`src/rtl/seven_seg_pkg.sv`:
```
// Shared types and helpers for the seven-segment display scheduler.
// Imported by the interface, the debounce block and the scheduler top.
package seven_seg_pkg;

  typedef enum logic {
    SHOW  = 1'b0,
    ALERT = 1'b1
  } state_e;

  localparam logic [15:0] DISP_BLANK = 16'h0000;

  // Width of a counter that must hold values 0..n-1; never narrower than one bit.
  function automatic int unsigned cnt_w(input int unsigned n);
    return (n > 1) ? $clog2(n) : 1;
  endfunction

  function automatic int unsigned src_w(input int unsigned num_src);
    return cnt_w(num_src);
  endfunction

endpackage

```
`src/rtl/seven_seg_scheduler_if.sv`:
```
// Requester/display bundle between the datapath sources and the scheduler.
// The master side owns the sources and alert request; the slave side is the scheduler.
interface seven_seg_scheduler_if
  import seven_seg_pkg::*;
#(
  parameter int unsigned NUM_SRC = 4
) ();

  localparam int unsigned SRC_W = src_w(NUM_SRC);

  logic [16*NUM_SRC-1:0] src_value;
  logic [NUM_SRC-1:0]    src_valid;
  logic                  alert_req;
  logic [15:0]           alert_value;
  logic                  alert_ack;
  logic [7:0]            disp_a;
  logic [7:0]            disp_b;
  logic [SRC_W-1:0]      cur_src;
  logic                  blank;
  logic                  alert_active;

  modport master (
    output src_value,
    output src_valid,
    output alert_req,
    output alert_value,
    input  alert_ack,
    input  disp_a,
    input  disp_b,
    input  cur_src,
    input  blank,
    input  alert_active
  );

  modport slave (
    input  src_value,
    input  src_valid,
    input  alert_req,
    input  alert_value,
    output alert_ack,
    output disp_a,
    output disp_b,
    output cur_src,
    output blank,
    output alert_active
  );

endinterface

```
`src/rtl/seven_seg_debounce.sv`:
```
// Push-button conditioner: 2-flop synchronizer, stability counter, and a
// one-cycle press pulse on each debounced rising edge.
module seven_seg_debounce
  import seven_seg_pkg::*;
#(
  parameter int unsigned DEBOUNCE_CYCLES = 1000000
) (
  input  logic clk_i,
  input  logic rst_ni,
  input  logic btn_i,
  output logic press_o
);

  localparam int unsigned CntW = cnt_w(DEBOUNCE_CYCLES);

  logic            sync1_q;
  logic            sync2_q;
  logic            level_q, level_d;
  logic            press_q, press_d;
  logic [CntW-1:0] cnt_q, cnt_d;

  always_comb begin
    level_d = level_q;
    press_d = 1'b0;
    cnt_d   = '0;
    // Any cycle where the synchronized level agrees with the debounced one restarts the count.
    if (sync2_q != level_q) begin
      if (cnt_q == CntW'(DEBOUNCE_CYCLES - 1)) begin
        level_d = sync2_q;
        press_d = sync2_q;
      end else begin
        cnt_d = cnt_q + 1'b1;
      end
    end
  end

  always_ff @(posedge clk_i or negedge rst_ni) begin
    if (!rst_ni) begin
      sync1_q <= 1'b0;
      sync2_q <= 1'b0;
      level_q <= 1'b0;
      press_q <= 1'b0;
      cnt_q   <= '0;
    end else begin
      sync1_q <= btn_i;
      sync2_q <= sync1_q;
      level_q <= level_d;
      press_q <= press_d;
      cnt_q   <= cnt_d;
    end
  end

  assign press_o = press_q;

endmodule

```
`src/rtl/seven_seg_scheduler.sv`:
```
// Shares the 4-digit display between NUM_SRC requesters: timed or button rotation
// over valid sources, with a one-shot alert that pre-empts rotation for a fixed hold.
module seven_seg_scheduler
  import seven_seg_pkg::*;
#(
  parameter int unsigned NUM_SRC         = 4,
  parameter int unsigned DWELL_CYCLES    = 100000000,
  parameter int unsigned HOLD_CYCLES     = 50000000,
  parameter int unsigned DEBOUNCE_CYCLES = 1000000
) (
  input  logic                  clock_100Mhz,
  input  logic                  reset_n,
  input  logic                  auto_mode,
  input  logic                  next_btn,
  seven_seg_scheduler_if.slave  bus
);

  localparam int unsigned SRC_W  = src_w(NUM_SRC);
  localparam int unsigned DwellW = cnt_w(DWELL_CYCLES);
  localparam int unsigned HoldW  = cnt_w(HOLD_CYCLES);

  state_e             state_q, state_d;
  logic [SRC_W-1:0]   cur_src_q, cur_src_d;
  logic [DwellW-1:0]  dwell_q, dwell_d;
  logic [HoldW-1:0]   hold_q, hold_d;
  logic [15:0]        alert_val_q, alert_val_d;
  logic               alert_ack_q, alert_ack_d;
  logic               alert_active_q, alert_active_d;
  logic [15:0]        disp_q, disp_d;
  logic               blank_q, blank_d;

  logic               press;
  logic [SRC_W-1:0]   next_src;

  seven_seg_debounce #(
    .DEBOUNCE_CYCLES(DEBOUNCE_CYCLES)
  ) u_debounce (
    .clk_i  (clock_100Mhz),
    .rst_ni (reset_n),
    .btn_i  (next_btn),
    .press_o(press)
  );

  // Round robin from cur+1; returns cur unchanged when no other source is valid.
  function automatic logic [SRC_W-1:0] find_next(input logic [SRC_W-1:0] cur,
                                                 input logic [NUM_SRC-1:0] valid);
    logic [SRC_W-1:0] res;
    logic             found;
    int unsigned      sum;
    res   = cur;
    found = 1'b0;
    for (int unsigned k = 1; k < NUM_SRC; k++) begin
      sum = 32'(cur) + k;
      if (sum >= NUM_SRC) begin
        sum = sum - NUM_SRC;
      end
      if (!found && valid[SRC_W'(sum)]) begin
        res   = SRC_W'(sum);
        found = 1'b1;
      end
    end
    return res;
  endfunction

  assign next_src = find_next(cur_src_q, bus.src_valid);

  always_comb begin
    state_d        = state_q;
    cur_src_d      = cur_src_q;
    dwell_d        = dwell_q;
    hold_d         = hold_q;
    alert_val_d    = alert_val_q;
    alert_ack_d    = 1'b0;
    alert_active_d = alert_active_q;

    unique case (state_q)
      SHOW: begin
        // Alert has priority; a coincident dwell expiry or press is dropped.
        if (bus.alert_req) begin
          state_d        = ALERT;
          alert_ack_d    = 1'b1;
          alert_active_d = 1'b1;
          alert_val_d    = bus.alert_value;
          hold_d         = '0;
          dwell_d        = '0;
        end else if (press) begin
          cur_src_d = next_src;
          dwell_d   = '0;
        end else if (auto_mode) begin
          if (dwell_q == DwellW'(DWELL_CYCLES - 1)) begin
            cur_src_d = next_src;
            dwell_d   = '0;
          end else begin
            dwell_d = dwell_q + 1'b1;
          end
        end
      end
      ALERT: begin
        if (hold_q == HoldW'(HOLD_CYCLES - 1)) begin
          state_d        = SHOW;
          alert_active_d = 1'b0;
          hold_d         = '0;
          dwell_d        = '0;
        end else begin
          hold_d = hold_q + 1'b1;
        end
      end
      default: begin
        state_d = SHOW;
      end
    endcase
  end

  // Display follows the current state/selection, one cycle behind it.
  always_comb begin
    disp_d  = DISP_BLANK;
    blank_d = 1'b1;
    unique case (state_q)
      SHOW: begin
        if (bus.src_valid[cur_src_q]) begin
          disp_d  = bus.src_value[{cur_src_q, 4'b0000} +: 16];
          blank_d = 1'b0;
        end
      end
      ALERT: begin
        disp_d  = alert_val_q;
        blank_d = 1'b0;
      end
      default: begin
        disp_d  = DISP_BLANK;
        blank_d = 1'b1;
      end
    endcase
  end

  always_ff @(posedge clock_100Mhz or negedge reset_n) begin
    if (!reset_n) begin
      state_q        <= SHOW;
      cur_src_q      <= '0;
      dwell_q        <= '0;
      hold_q         <= '0;
      alert_val_q    <= DISP_BLANK;
      alert_ack_q    <= 1'b0;
      alert_active_q <= 1'b0;
      disp_q         <= DISP_BLANK;
      blank_q        <= 1'b1;
    end else begin
      state_q        <= state_d;
      cur_src_q      <= cur_src_d;
      dwell_q        <= dwell_d;
      hold_q         <= hold_d;
      alert_val_q    <= alert_val_d;
      alert_ack_q    <= alert_ack_d;
      alert_active_q <= alert_active_d;
      disp_q         <= disp_d;
      blank_q        <= blank_d;
    end
  end

  assign bus.alert_ack    = alert_ack_q;
  assign bus.alert_active = alert_active_q;
  assign bus.cur_src      = cur_src_q;
  assign bus.disp_a       = disp_q[15:8];
  assign bus.disp_b       = disp_q[7:0];
  assign bus.blank        = blank_q;

endmodule

```
`src/flat_wrapper.sv`:
```
// flat-port wrapper written by rule: the top's interface ports become plain ports
module seven_seg_scheduler_flat import seven_seg_pkg::*;
#(
  parameter int unsigned NUM_SRC         = 4,
  parameter int unsigned DWELL_CYCLES    = 100000000,
  parameter int unsigned HOLD_CYCLES     = 50000000,
  parameter int unsigned DEBOUNCE_CYCLES = 1000000
)
  (clock_100Mhz, reset_n, auto_mode, next_btn, bus_src_value, bus_src_valid, bus_alert_req, bus_alert_value, bus_alert_ack, bus_disp_a, bus_disp_b, bus_cur_src, bus_blank, bus_alert_active);
  seven_seg_scheduler_if #(.NUM_SRC(NUM_SRC)) bus_i ();
  input  logic clock_100Mhz;
  input  logic reset_n;
  input  logic auto_mode;
  input  logic next_btn;
  input wire logic [$bits(bus_i.src_value)-1:0] bus_src_value;
  input wire logic [$bits(bus_i.src_valid)-1:0] bus_src_valid;
  input wire logic [$bits(bus_i.alert_req)-1:0] bus_alert_req;
  input wire logic [$bits(bus_i.alert_value)-1:0] bus_alert_value;
  output wire logic [$bits(bus_i.alert_ack)-1:0] bus_alert_ack;
  output wire logic [$bits(bus_i.disp_a)-1:0] bus_disp_a;
  output wire logic [$bits(bus_i.disp_b)-1:0] bus_disp_b;
  output wire logic [$bits(bus_i.cur_src)-1:0] bus_cur_src;
  output wire logic [$bits(bus_i.blank)-1:0] bus_blank;
  output wire logic [$bits(bus_i.alert_active)-1:0] bus_alert_active;
  assign bus_i.src_value = bus_src_value;
  assign bus_i.src_valid = bus_src_valid;
  assign bus_i.alert_req = bus_alert_req;
  assign bus_i.alert_value = bus_alert_value;
  assign bus_alert_ack = bus_i.alert_ack;
  assign bus_disp_a = bus_i.disp_a;
  assign bus_disp_b = bus_i.disp_b;
  assign bus_cur_src = bus_i.cur_src;
  assign bus_blank = bus_i.blank;
  assign bus_alert_active = bus_i.alert_active;
  seven_seg_scheduler #(.NUM_SRC(NUM_SRC), .DWELL_CYCLES(DWELL_CYCLES), .HOLD_CYCLES(HOLD_CYCLES), .DEBOUNCE_CYCLES(DEBOUNCE_CYCLES)) u_core (.clock_100Mhz(clock_100Mhz), .reset_n(reset_n), .auto_mode(auto_mode), .next_btn(next_btn), .bus(bus_i));
endmodule
```
`config.mk`:
```
export PLATFORM = sky130hd
export DESIGN_NAME = seven_seg_scheduler_flat
export DESIGN_NICKNAME = d
export VERILOG_FILES = /design/src/rtl/seven_seg_pkg.sv /design/src/rtl/seven_seg_scheduler_if.sv /design/src/rtl/seven_seg_debounce.sv /design/src/rtl/seven_seg_scheduler.sv /design/src/flat_wrapper.sv
export SDC_FILE = /design/constraint.sdc
export NUM_CORES = 1
export LEC_CHECK = 0
export BUFFER_PORTS_ARGS = -buffer_cell sky130_fd_sc_hd__buf_4
export CORE_MARGIN = 2
export CORE_UTILIZATION = 56
export DETAILED_ROUTE_END_ITERATION = 8
export GPL_TIMING_DRIVEN = 0
export MAX_ROUTING_LAYER = met4
export PLACE_DENSITY = 0.87
export SYNTH_ARGS = -nofsm -noshare
export SYNTH_HDL_FRONTEND = slang
export SYNTH_SLANG_ARGS = --single-unit
```
`constraint.sdc`:
```
create_clock -name clock_100Mhz -period 2.8 [get_ports clock_100Mhz]
set_clock_uncertainty 0.15 [all_clocks]
set_input_delay 0.56 -clock clock_100Mhz [delete_from_list [all_inputs] [get_ports clock_100Mhz]]
set_output_delay 0.56 -clock clock_100Mhz [all_outputs]
set_load 0.01 [all_outputs]
```
==> results.sh, run 1 <==
export IMPL_slew_headroom=0.3598
export IMPL_ios=110
export IMPL_layout_common_cells="114 x dfrtp_1, 110 x buf_4, 44 x a21oi_1"
export IMPL_peakVddDrop_v=0.0004810
export IMPL_drt_total_wl_mm=17.77
export IMPL_area_growth_pct=28.29
export IMPL_vias=5859
export IMPL_synth_top_area_frac=0.4634
export IMPL_setup_viol_count_final=0
export IMPL_grt_max_degree=74
export IMPL_route_antenna_remaining_nets=0
export IMPL_rows=38
export IMPL_arrival_ns=3.01
export IMPL_crit_path_start_kind="flip-flop"
export IMPL_grt_first_pass_wirelength_mm=28.01
export IMPL_post_route_cell_area_um2=7898
export IMPL_path_clk_slew_ns=0.06
export IMPL_seq_area_frac_synth=0.4677
export IMPL_initial_core_util=0.5704
export IMPL_die_h_um=108.8
export IMPL_post_route_period_util=0.9802
export IMPL_drv_cap=0
export IMPL_p_leak_uw=0.003350
export IMPL_via_per_inst=6.503
export IMPL_crit_family="compound AO/OA/AOI/OAI gates"
export IMPL_cts_buffers=17
export IMPL_placed_area_um2=7177
export IMPL_synth_edff_count=0
export IMPL_slew_viol_final=0
export IMPL_gp_congestion=0.9135
export IMPL_path_class="reg2reg"
export IMPL_synthArstFlopShare=1.000
export IMPL_root_buffer="clkbuf_8"
export IMPL_multiInputGateArea_um2=3084
export IMPL_port_buffer_count=109
export IMPL_yosysWarnings=0
export IMPL_wire_per_inst_um=19.73
export IMPL_final_instance_count_excl_fill=901
export IMPL_n_antenna_cell=0
export IMPL_timing_hold_ws_ns=0.09922
export IMPL_synthCells=616
export IMPL_hold_viol=0
export IMPL_crit_path_start="u_core.hold_q[0]$_DFFE_PN0P_"
export IMPL_max_freq_ghz=0.3644
export IMPL_first_pass_iters=6
export IMPL_drive_above_1_share=0.2668
export IMPL_n_fill_cell=693
export IMPL_hp_start="bus_alert_req"
export IMPL_crit_reg2reg_launch="u_core.hold_q[0]$_DFFE_PN0P_"
export IMPL_cts_tree="built"
export IMPL_crit_required_ns=3.06
export IMPL_ys_seq_elements=115
export IMPL_drt_initial_drc_count=719
export IMPL_overflow=0
export IMPL_powerDensity_nw_per_um2=575.5
export IMPL_critPathMaxStageDelay_ns=0.43
export IMPL_dieArea_um2=11850
export IMPL_worstPathCellList="ha_2 > nand4_1 > or3_1 > o21a_1 > buf_6 > buf_6 > buf_2 > o41ai_1 > o2bb2ai_1"
export IMPL_syn_area_per_cell_um2=9.993
export IMPL_worst_skew_pair_late_latency_ns=0.54
export IMPL_synthFlopType="dfrtp_1"
export IMPL_crit_slowest_cell="dfrtp_1"
export IMPL_cp_common_cell="buf_6"
export IMPL_nNetsFinal=840
export IMPL_synth_fp_nets=708
export IMPL_cts_buffer_depth=2
export IMPL_period_needed_ns=2.744
export IMPL_rsz0062_at_grt="no"
export IMPL_outcome="complete, no violations"
export IMPL_die_w_um=108.8
export IMPL_core_area_um2=10790
export IMPL_post_place_cells=866
export IMPL_finalSetupTns_ns=0
export IMPL_hp_class="in2reg"
export IMPL_grt_usage=0.3187
export IMPL_htreeDepth=4
export IMPL_final_core_util=0.7317
export IMPL_hpwl_mm=11.84
export IMPL_yosys_area_top_type="dfrtp_1"
export IMPL_path_buf_inv=3
export IMPL_synth_cell_area_um2=6156
export IMPL_cts_sinks=115
export IMPL_layout_area_seq_um2=2879
export IMPL_mostFrequentLayoutCell="dfrtp_1"
export IMPL_grt_pass1_vias=5873
export IMPL_yosys_top_cells_area="dfrtp_1 46%, mux4_2 5.9%, a21oi_1 3.7%"
export IMPL_antenna_found_initial=0
export IMPL_crit_path_end_kind="flip-flop"
export IMPL_synth_cell_type_count=51
export IMPL_drc=0
export IMPL_worst_pin_slew_ns=0.9530
export IMPL_timing_critical_path_fanout_max=10
-- cell type report --
cell class | count | share of cell area
plain buffers | 34 | 0.02060
clock buffers | 19 | 0.05466
clock inverters | 13 | 0.02931
inverters | 16 | 0.007605
multi-input cells | 451 | 0.3905
flip-flops and latches | 115 | 0.3645
well taps | 140 | 0.02218
repair buffers | 113 | 0.1106
-- final timing paths --
check                                                        to  slack, ns  depth (start not counted)
setup / recovery                 u_core.dwell_q[16]$_DFFE_PN0P_       0.06                          9
hold / removal                     u_core.hold_q[6]$_DFFE_PN0P_        0.1                          2
setup reg to reg                 u_core.dwell_q[16]$_DFFE_PN0P_       0.06                          9
hold reg to reg             u_core.u_debounce.sync2_q$_DFF_PN0_       0.21                          0
max in group asynchronous  u_core.u_debounce.cnt_q[7]$_DFF_PN0_       1.35                          3
min in group asynchronous         u_core.hold_q[21]$_DFFE_PN0P_       0.41                          2
-- logic make-up after synthesis --
| group | count (synthesis) | synth area share |
|---|---|---|
| AO/OA/AOI/OAI | 132 | 0.1285 |
| XOR/XNOR | 21 | 0.02988 |
| adder cells (fa/ha/maj) | 3 | 0.006098 |
| buffers and inverters | 50 | 0.03496 |
| flip-flops | 115 | 0.4677 |
| multiplexers | 40 | 0.1012 |
| AND/OR/NAND/NOR | 255 | 0.2317 |
-- sequential cells by signal, summed over array words and instances, names as in the netlist --
register and count:
u_core.u_debounce.sync1_q 1, u_core.disp_q 16, u_core.bus.alert_ack 1, u_core.bus.cur_src 2
u_core.bus.alert_active 1, u_core.u_debounce.sync2_q 1, u_core.state_q 1, u_core.hold_q 26
u_core.u_debounce.level_q 1, u_core.bus.blank 1, u_core.alert_val_q 16, u_core.u_debounce.press_o 1
u_core.dwell_q 27, u_core.u_debounce.cnt_q 20
-- routing by layer --
metal,vias to the layer above,global-route usage,part of all wire
li1,2577,-,-
met5,-,-,0
met4,0,0.1612,0.037
met1,2804,0.3558,0.37
met2,391,0.5254,0.51
met3,87,0.08846,0.086
-- timing repair --
| item | in CTS | in global routing |
|---|---|---|
| endpoints found under the hold margin | 42 | 0 |
| resized for setup | 3 | 14 |
| hold buffers | 2 | 0 |
| endpoints found under the setup margin | 17 | 35 |
| buffers inserted | 0 | 1 |
-- synth_stat cells, drive strengths merged, types with 3 or more instances --
cell type	number
nand2b	19
buf	12
dfrtp	114
and4	11
a22o	3
nor4	14
mux2	18
nand2	43
and2	4
nor2	37
clkbuf	22
inv	16
nor2b	3
a31oi	7
a21o	4
or3	11
a21oi	45
nand4	19
nor3	13
o2bb2ai	3
xor2	7
nor3b	3
mux2i	6
ha	3
or4	19
o21ai	41
nand3	39
xnor2	14
nor4b	5
mux4	16
and3	10
o31ai	17
-- metrics by stage --
step	setup slack (ns)	total power [µW]
6_report	0.05553	4545
2_1_floorplan	0.4606	1932
3_3_place_gp	-0.2437	2102
5_1_grt	0.009533	4677
4_1_cts	0.03764	4539
3_5_place_dp	-0.3318	2125
-- where the power goes --
group          total (µW)  internal [µW]  switching, µW  leakage [µW]
combinational         310            174            136       0.00160
clock                2440           1650            788      0.000318
sequential           1800           1730           69.9       0.00143
No activity file was read; power rests on OpenSTA's default activity.
==> run 2: changes to the inputs <==
Settings changed: BUFFER_PORTS_ARGS -buffer_cell sky130_fd_sc_hd__buf_4 to -buffer_cell sky130_fd_sc_hd__buf_2, MAX_ROUTING_LAYER met4 to not set.
==> run 2 against run 1 <==
Against the previous run:
- core utilization down 2.8 points
- worst hold slack improved by 0.0068 ns
- non-clock buffer count is the same
- largest power group unchanged
- setup slack improved by 0.064 ns
==> results.sh, run 2 (synthesis results as in run 1) <==
export IMPL_area_growth_pct=23.37
export IMPL_outcome="complete, no violations"
export IMPL_max_freq_ghz=0.3730
export IMPL_core_area_um2=10790
export IMPL_cts_buffer_depth=2
export IMPL_grt_pass1_vias=5918
export IMPL_rrSetupSlack_ns=0.12
export IMPL_cts_buffers=17
export IMPL_cts_tree="built"
export IMPL_period_needed_ns=2.681
export IMPL_drive_above_1_share=0.2628
export IMPL_drv_cap=0
export IMPL_drt_initial_drc_count=686
export IMPL_path_class="reg2reg"
export IMPL_port_buffer_count=109
export IMPL_worst_skew_pair_late_latency_ns=0.53
export IMPL_hpwl_mm=11.88
export IMPL_busiest_layer="met2"
export IMPL_crit_path_start_kind="flip-flop"
export IMPL_post_route_cell_area_um2=7595
export IMPL_peakVddDrop_v=0.0004704
export IMPL_layout_common_cells="114 x dfrtp_1, 113 x buf_2, 44 x a21oi_1"
export IMPL_timing_critical_path_fanout_max=10
export IMPL_hp_class="in2reg"
export IMPL_vias=5933
export IMPL_route_antenna_remaining_nets=0
export IMPL_hold_viol=0
export IMPL_mostFrequentLayoutCell="dfrtp_1"
export IMPL_dieArea_um2=11850
export IMPL_die_w_um=108.8
export IMPL_path_clk_slew_ns=0.06
export IMPL_wire_per_inst_um=20.20
export IMPL_root_buffer="clkbuf_8"
export IMPL_post_place_cells=866
export IMPL_reg_top3="u_core.dwell_q x27, u_core.hold_q x26, u_core.u_debounce.cnt_q x20"
export IMPL_drt_total_wl_mm=18.20
export IMPL_met3_usage=0.08488
export IMPL_slew_viol_final=0
export IMPL_grtUsageMet1=0.3758
export IMPL_powerDensity_nw_per_um2=574.4
export IMPL_placed_area_um2=6907
export IMPL_p_leak_uw=0.003231
export IMPL_htreeDepth=4
export IMPL_largest_register="u_core.dwell_q"
export IMPL_largest_reg_flops=27
export IMPL_arrival_ns=3.00
export IMPL_rows=38
export IMPL_crit_required_ns=3.12
export IMPL_ios=110
export IMPL_cts_sinks=115
export IMPL_drc=0
export IMPL_gp_congestion=0.9473
export IMPL_nNetsFinal=840
export IMPL_final_instance_count_excl_fill=901
export IMPL_grt_first_pass_wirelength_mm=28.36
export IMPL_via_per_inst=6.585
export IMPL_crit_path_end_kind="flip-flop"
export IMPL_slew_headroom=0.3254
export IMPL_setup_viol_count_final=0
export IMPL_overflow=0
export IMPL_first_pass_iters=7
export IMPL_die_h_um=108.8
export IMPL_worst_pin_slew_ns=1.004
export IMPL_n_antenna_cell=0
export IMPL_use_met2=0.5121
export IMPL_grt_usage=0.3142
export IMPL_post_route_period_util=0.9574
export IMPL_antenna_found_initial=0
export IMPL_rsz0062_at_grt="no"
export IMPL_initial_core_util=0.5704
export IMPL_grt_max_degree=60
-- run 2: critical path: stages (launching register included) --
cell     delay [ns]
dfrtp_1        0.41
ha_2           0.24
nand4_1        0.17
or3_1          0.39
o21a_1         0.21
buf_6          0.15
buf_6          0.14
buf_2          0.20
nor4_1         0.35
o22a_1         0.20
-- run 2: layout make-up --
type | instances | area, µm²
plain buffers | 34 | 158.9
clock buffers | 20 | 445.4
clock inverters | 12 | 180.2
fillers | 724 | 3198
inverters | 16 | 60.06
multi-input cells | 451 | 3093
flip-flops and latches | 115 | 2879
well taps | 140 | 175.2
repair buffers | 113 | 603.1
-- run 2: worst paths after layout --
| kind | start | end | depth (start not counted) |
|---|---|---|---|
| worst max-delay path | u_core.hold_q[1]$_DFFE_PN0P_ | u_core.dwell_q[13]$_DFFE_PN0P_ | 9 |
| worst min-delay path | bus_alert_value[0] | u_core.alert_val_q[0]$_DFFE_PN0P_ | 2 |
| worst max register to register | u_core.hold_q[1]$_DFFE_PN0P_ | u_core.dwell_q[13]$_DFFE_PN0P_ | 9 |
| worst min register to register | u_core.u_debounce.sync1_q$_DFF_PN0_ | u_core.u_debounce.sync2_q$_DFF_PN0_ | 0 |
| max in group asynchronous | reset_n | u_core.u_debounce.cnt_q[18]$_DFF_PN0_ | 3 |
| min in group asynchronous | reset_n | u_core.hold_q[19]$_DFFE_PN0P_ | 2 |
-- run 2: power by group --
part	total, µW	internal (µW)	switching (µW)
Combinational	275	135	139
Sequential	1800	1730	72.1
Clock	2290	1490	795
Total	4360	3360	1010
-- run 2: layer usage --
layer  vias up  share of wire
met3        71          0.076
met5         -              0
met2       370           0.51
met4         0          0.035
li1       2572              -
met1      2920           0.38
-- run 2: what timing repair did --
item                       in CTS  in global routing
hold buffers                    2                  0
setup endpoints to repair      12                 37
hold endpoints to repair       58                  0
setup buffers                   0                  1
resized for setup               2                 11
-- run 2: through the flow --
| stage | utilization | worst slack, ns | TNS [ns] | power, µW | hold slack [ns] |
|---|---|---|---|---|---|
| floorplan | - | 0.4606 | 0 | 1932 | 0.1144 |
| global placement | 0.6371 | -0.2969 | -35.41 | 2060 | 0.1838 |
| detailed placement | 0.6399 | -0.3158 | -4.317 | 2086 | 0.1871 |
| CTS | 0.7003 | 0.005681 | 0 | 4370 | 0.08699 |
| global route | 0.7037 | 0.01420 | 0 | 4490 | 0.09644 |
| finish | 0.7037 | 0.1194 | 0 | 4362 | 0.1061 |
==> run 3: changes to the inputs <==
Settings changed: RECOVER_POWER set to 50.
Clock period 2.8 ns to 3 ns, I/O delays scaled along.
==> run 3 against run 2 <==
Against the previous run:
- the flow now finishes with violations (capacitance limit, slew limit)
- global-route usage hardly changed
- clock power is 7% lower
- non-clock buffer count is 2 lower
- register-to-register slack better by 0.03 ns
- total power is 6.7% lower
- count of clock-buffer cells in the layout stayed put
- core utilization is 0.42 points lower
- largest power group unchanged
==> results.sh, run 3 (synthesis results as in run 1) <==
export IMPL_outcome="complete, but fails checks"
export IMPL_violations="capacitance limit, slew limit"
export IMPL_arrival_ns=3.12
export IMPL_grt_first_pass_wirelength_mm=28.32
export IMPL_placed_area_um2=6907
export IMPL_via_per_inst=6.545
export IMPL_post_route_period_util=0.9510
export IMPL_power_frac_seq=0.413
export IMPL_htreeDepth=4
export IMPL_antenna_found_initial=0
export IMPL_root_buffer="clkbuf_8"
export IMPL_hp_class="in2reg"
export IMPL_drt_initial_drc_count=588
export IMPL_rrSetupSlack_ns=0.15
export IMPL_crit_path_start_kind="flip-flop"
export IMPL_post_route_cell_area_um2=7550
export IMPL_gp_congestion=0.9473
export IMPL_worst_slack_ns=0.1471
export IMPL_p_int_uw=3131
export IMPL_crit_reg2reg_launch="u_core.hold_q[0]$_DFFE_PN0P_"
export IMPL_powerDensity_nw_per_um2=539.0
export IMPL_die_h_um=108.8
export IMPL_switchingPower_uw=938.7
export IMPL_drv_cap=1
export IMPL_worstPathCellList="ha_1 > nand4_1 > or3_1 > o21a_1 > buf_6 > buf_6 > buf_2 > buf_1 > o21ai_0 > nand2_1"
export IMPL_max_freq_ghz=0.3505
export IMPL_path_class="reg2reg"
export IMPL_cts_buffer_depth=2
export IMPL_initial_core_util=0.5704
export IMPL_grt_pass1_vias=5911
export IMPL_mostFrequentLayoutCell="dfrtp_1"
export IMPL_total_power_uw=4070
export IMPL_first_pass_iters=5
export IMPL_crit_required_ns=3.26
export IMPL_core_area_um2=10790
export IMPL_peakVddDrop_v=0.0004398
export IMPL_drc=0
export IMPL_reg_top3="u_core.dwell_q x27, u_core.hold_q x26, u_core.u_debounce.cnt_q x20"
export IMPL_rows=38
export IMPL_grt_usage=0.3139
export IMPL_ios=110
export IMPL_drt_total_wl_mm=18.18
export IMPL_hp_start="bus_alert_value[13]"
export IMPL_cts_tree="built"
export IMPL_hold_end="u_core.alert_val_q[13]$_DFFE_PN0P_"
export IMPL_timing_hold_ws_ns=0.1480
export IMPL_path_clk_slew_ns=0.06
export IMPL_hpwl_mm=11.88
export IMPL_layout_common_cells="114 x dfrtp_1, 112 x buf_2, 44 x a21oi_1"
export IMPL_finalSetupTns_ns=0
export IMPL_drive_above_1_share=0.2556
export IMPL_crit_path_end_kind="flip-flop"
export IMPL_p_leak_uw=0.003217
export IMPL_nNetsFinal=838
export IMPL_cp_common_cell="buf_6"
export IMPL_clock_power_share=0.525
export IMPL_hold_viol=0
export IMPL_slew_viol_final=59
export IMPL_cts_sinks=115
export IMPL_vias=5884
export IMPL_crit_slowest_cell="dfrtp_1"
export IMPL_timing_critical_path_fanout_max=10
export IMPL_port_buffer_count=109
export IMPL_largest_reg_flops=27
export IMPL_die_w_um=108.8
export IMPL_pre_cts_ws_ns=-0.1558
export IMPL_postCtsSetupBuffers=0
export IMPL_r2r_cells=10
export IMPL_critPathMaxStageDelay_ns=0.41
export IMPL_route_antenna_remaining_nets=0
export IMPL_overflow=0
export IMPL_largest_register="u_core.dwell_q"
export IMPL_swShare=0.2307
export IMPL_period_needed_ns=2.853
export IMPL_p_comb_frac=0.062
export IMPL_cts_buffers=17
export IMPL_wire_per_inst_um=20.22
export IMPL_n_antenna_cell=0
export IMPL_slew_headroom=-0.02354
export IMPL_holdPathStages=2
export IMPL_worst_skew_pair_late_latency_ns=0.53
export IMPL_grt_max_degree=60
export IMPL_dieArea_um2=11850
export IMPL_r2r_end="u_core.dwell_q[0]$_DFFE_PN0P_"
export IMPL_area_growth_pct=22.64
export IMPL_worst_pin_slew_ns=1.535
export IMPL_rsz0062_at_grt="no"
export IMPL_setup_viol_count_final=0
[run 3: power groups by stage]
stage | Sequential (µW) | Clock [µW] | Combinational (µW)
after floorplan | 1690 | 0 | 112
after global placement | 1700 | 0 | 228
after detailed placement | 1700 | 0 | 246
after CTS | 1680 | 2150 | 254
after global routing | 1690 | 2220 | 281
final | 1680 | 2140 | 254
[run 3: how the worst max path moves through the flow]
stage                                 startpoint                              endpoint  cells after the start
detailed placement                 bus_alert_req        u_core.dwell_q[26]$_DFFE_PN0P_                      7
CTS                     u_core.state_q$_DFF_PN0_        u_core.dwell_q[26]$_DFFE_PN0P_                      6
global placement                         reset_n  u_core.u_debounce.cnt_q[7]$_DFF_PN0_                      1
global route        u_core.hold_q[0]$_DFFE_PN0P_         u_core.dwell_q[0]$_DFFE_PN0P_                     10
floorplan           u_core.hold_q[0]$_DFFE_PN0P_        u_core.dwell_q[16]$_DFFE_PN0P_                      9
finish              u_core.hold_q[0]$_DFFE_PN0P_         u_core.dwell_q[0]$_DFFE_PN0P_                     10
[run 3: what timing repair did]
action	4_1_cts	5_1_grt
hold buffers	1	0
endpoints found under the setup margin	0	16
endpoints found under the hold margin	1	0
resized for setup	0	4
[run 3: area by class of cell]
| class | count | area (µm²) |
|---|---|---|
| Clock buffer | 20 | 445.4 |
| Buffer | 34 | 156.4 |
| Multi-Input combinational cell | 451 | 3070 |
| Tap cell | 140 | 175.2 |
| Inverter | 16 | 60.06 |
| Fill cell | 730 | 3243 |
| Sequential cell | 115 | 2879 |
| Clock inverter | 12 | 180.2 |
| Timing Repair Buffer | 111 | 583.1 |
[run 3: routing by layer]
layer,track usage,share of wire
met5,0,0
met1,0.3754,0.38
met2,0.5116,0.51
met4,0.1813,0.034
met3,0.08488,0.078
[run 3: stage by stage]
step                      cells    util
after floorplan             616       -
after global placement      865  0.6371
after detailed placement    866  0.6399
after CTS                   899  0.6988
after global routing        899  0.6995
final                       899  0.6995
[run 3: worst max-delay path: cells and delay by family (launching register included)]
kind / cells / cell delay [ns]
flip-flops: 1 / 0.41
adder cells (fa/ha/maj): 1 / 0.25
buffers and inverters: 4 / 0.78
AND/OR/NAND/NOR: 3 / 0.67
AO/OA/AOI/OAI: 2 / 0.48
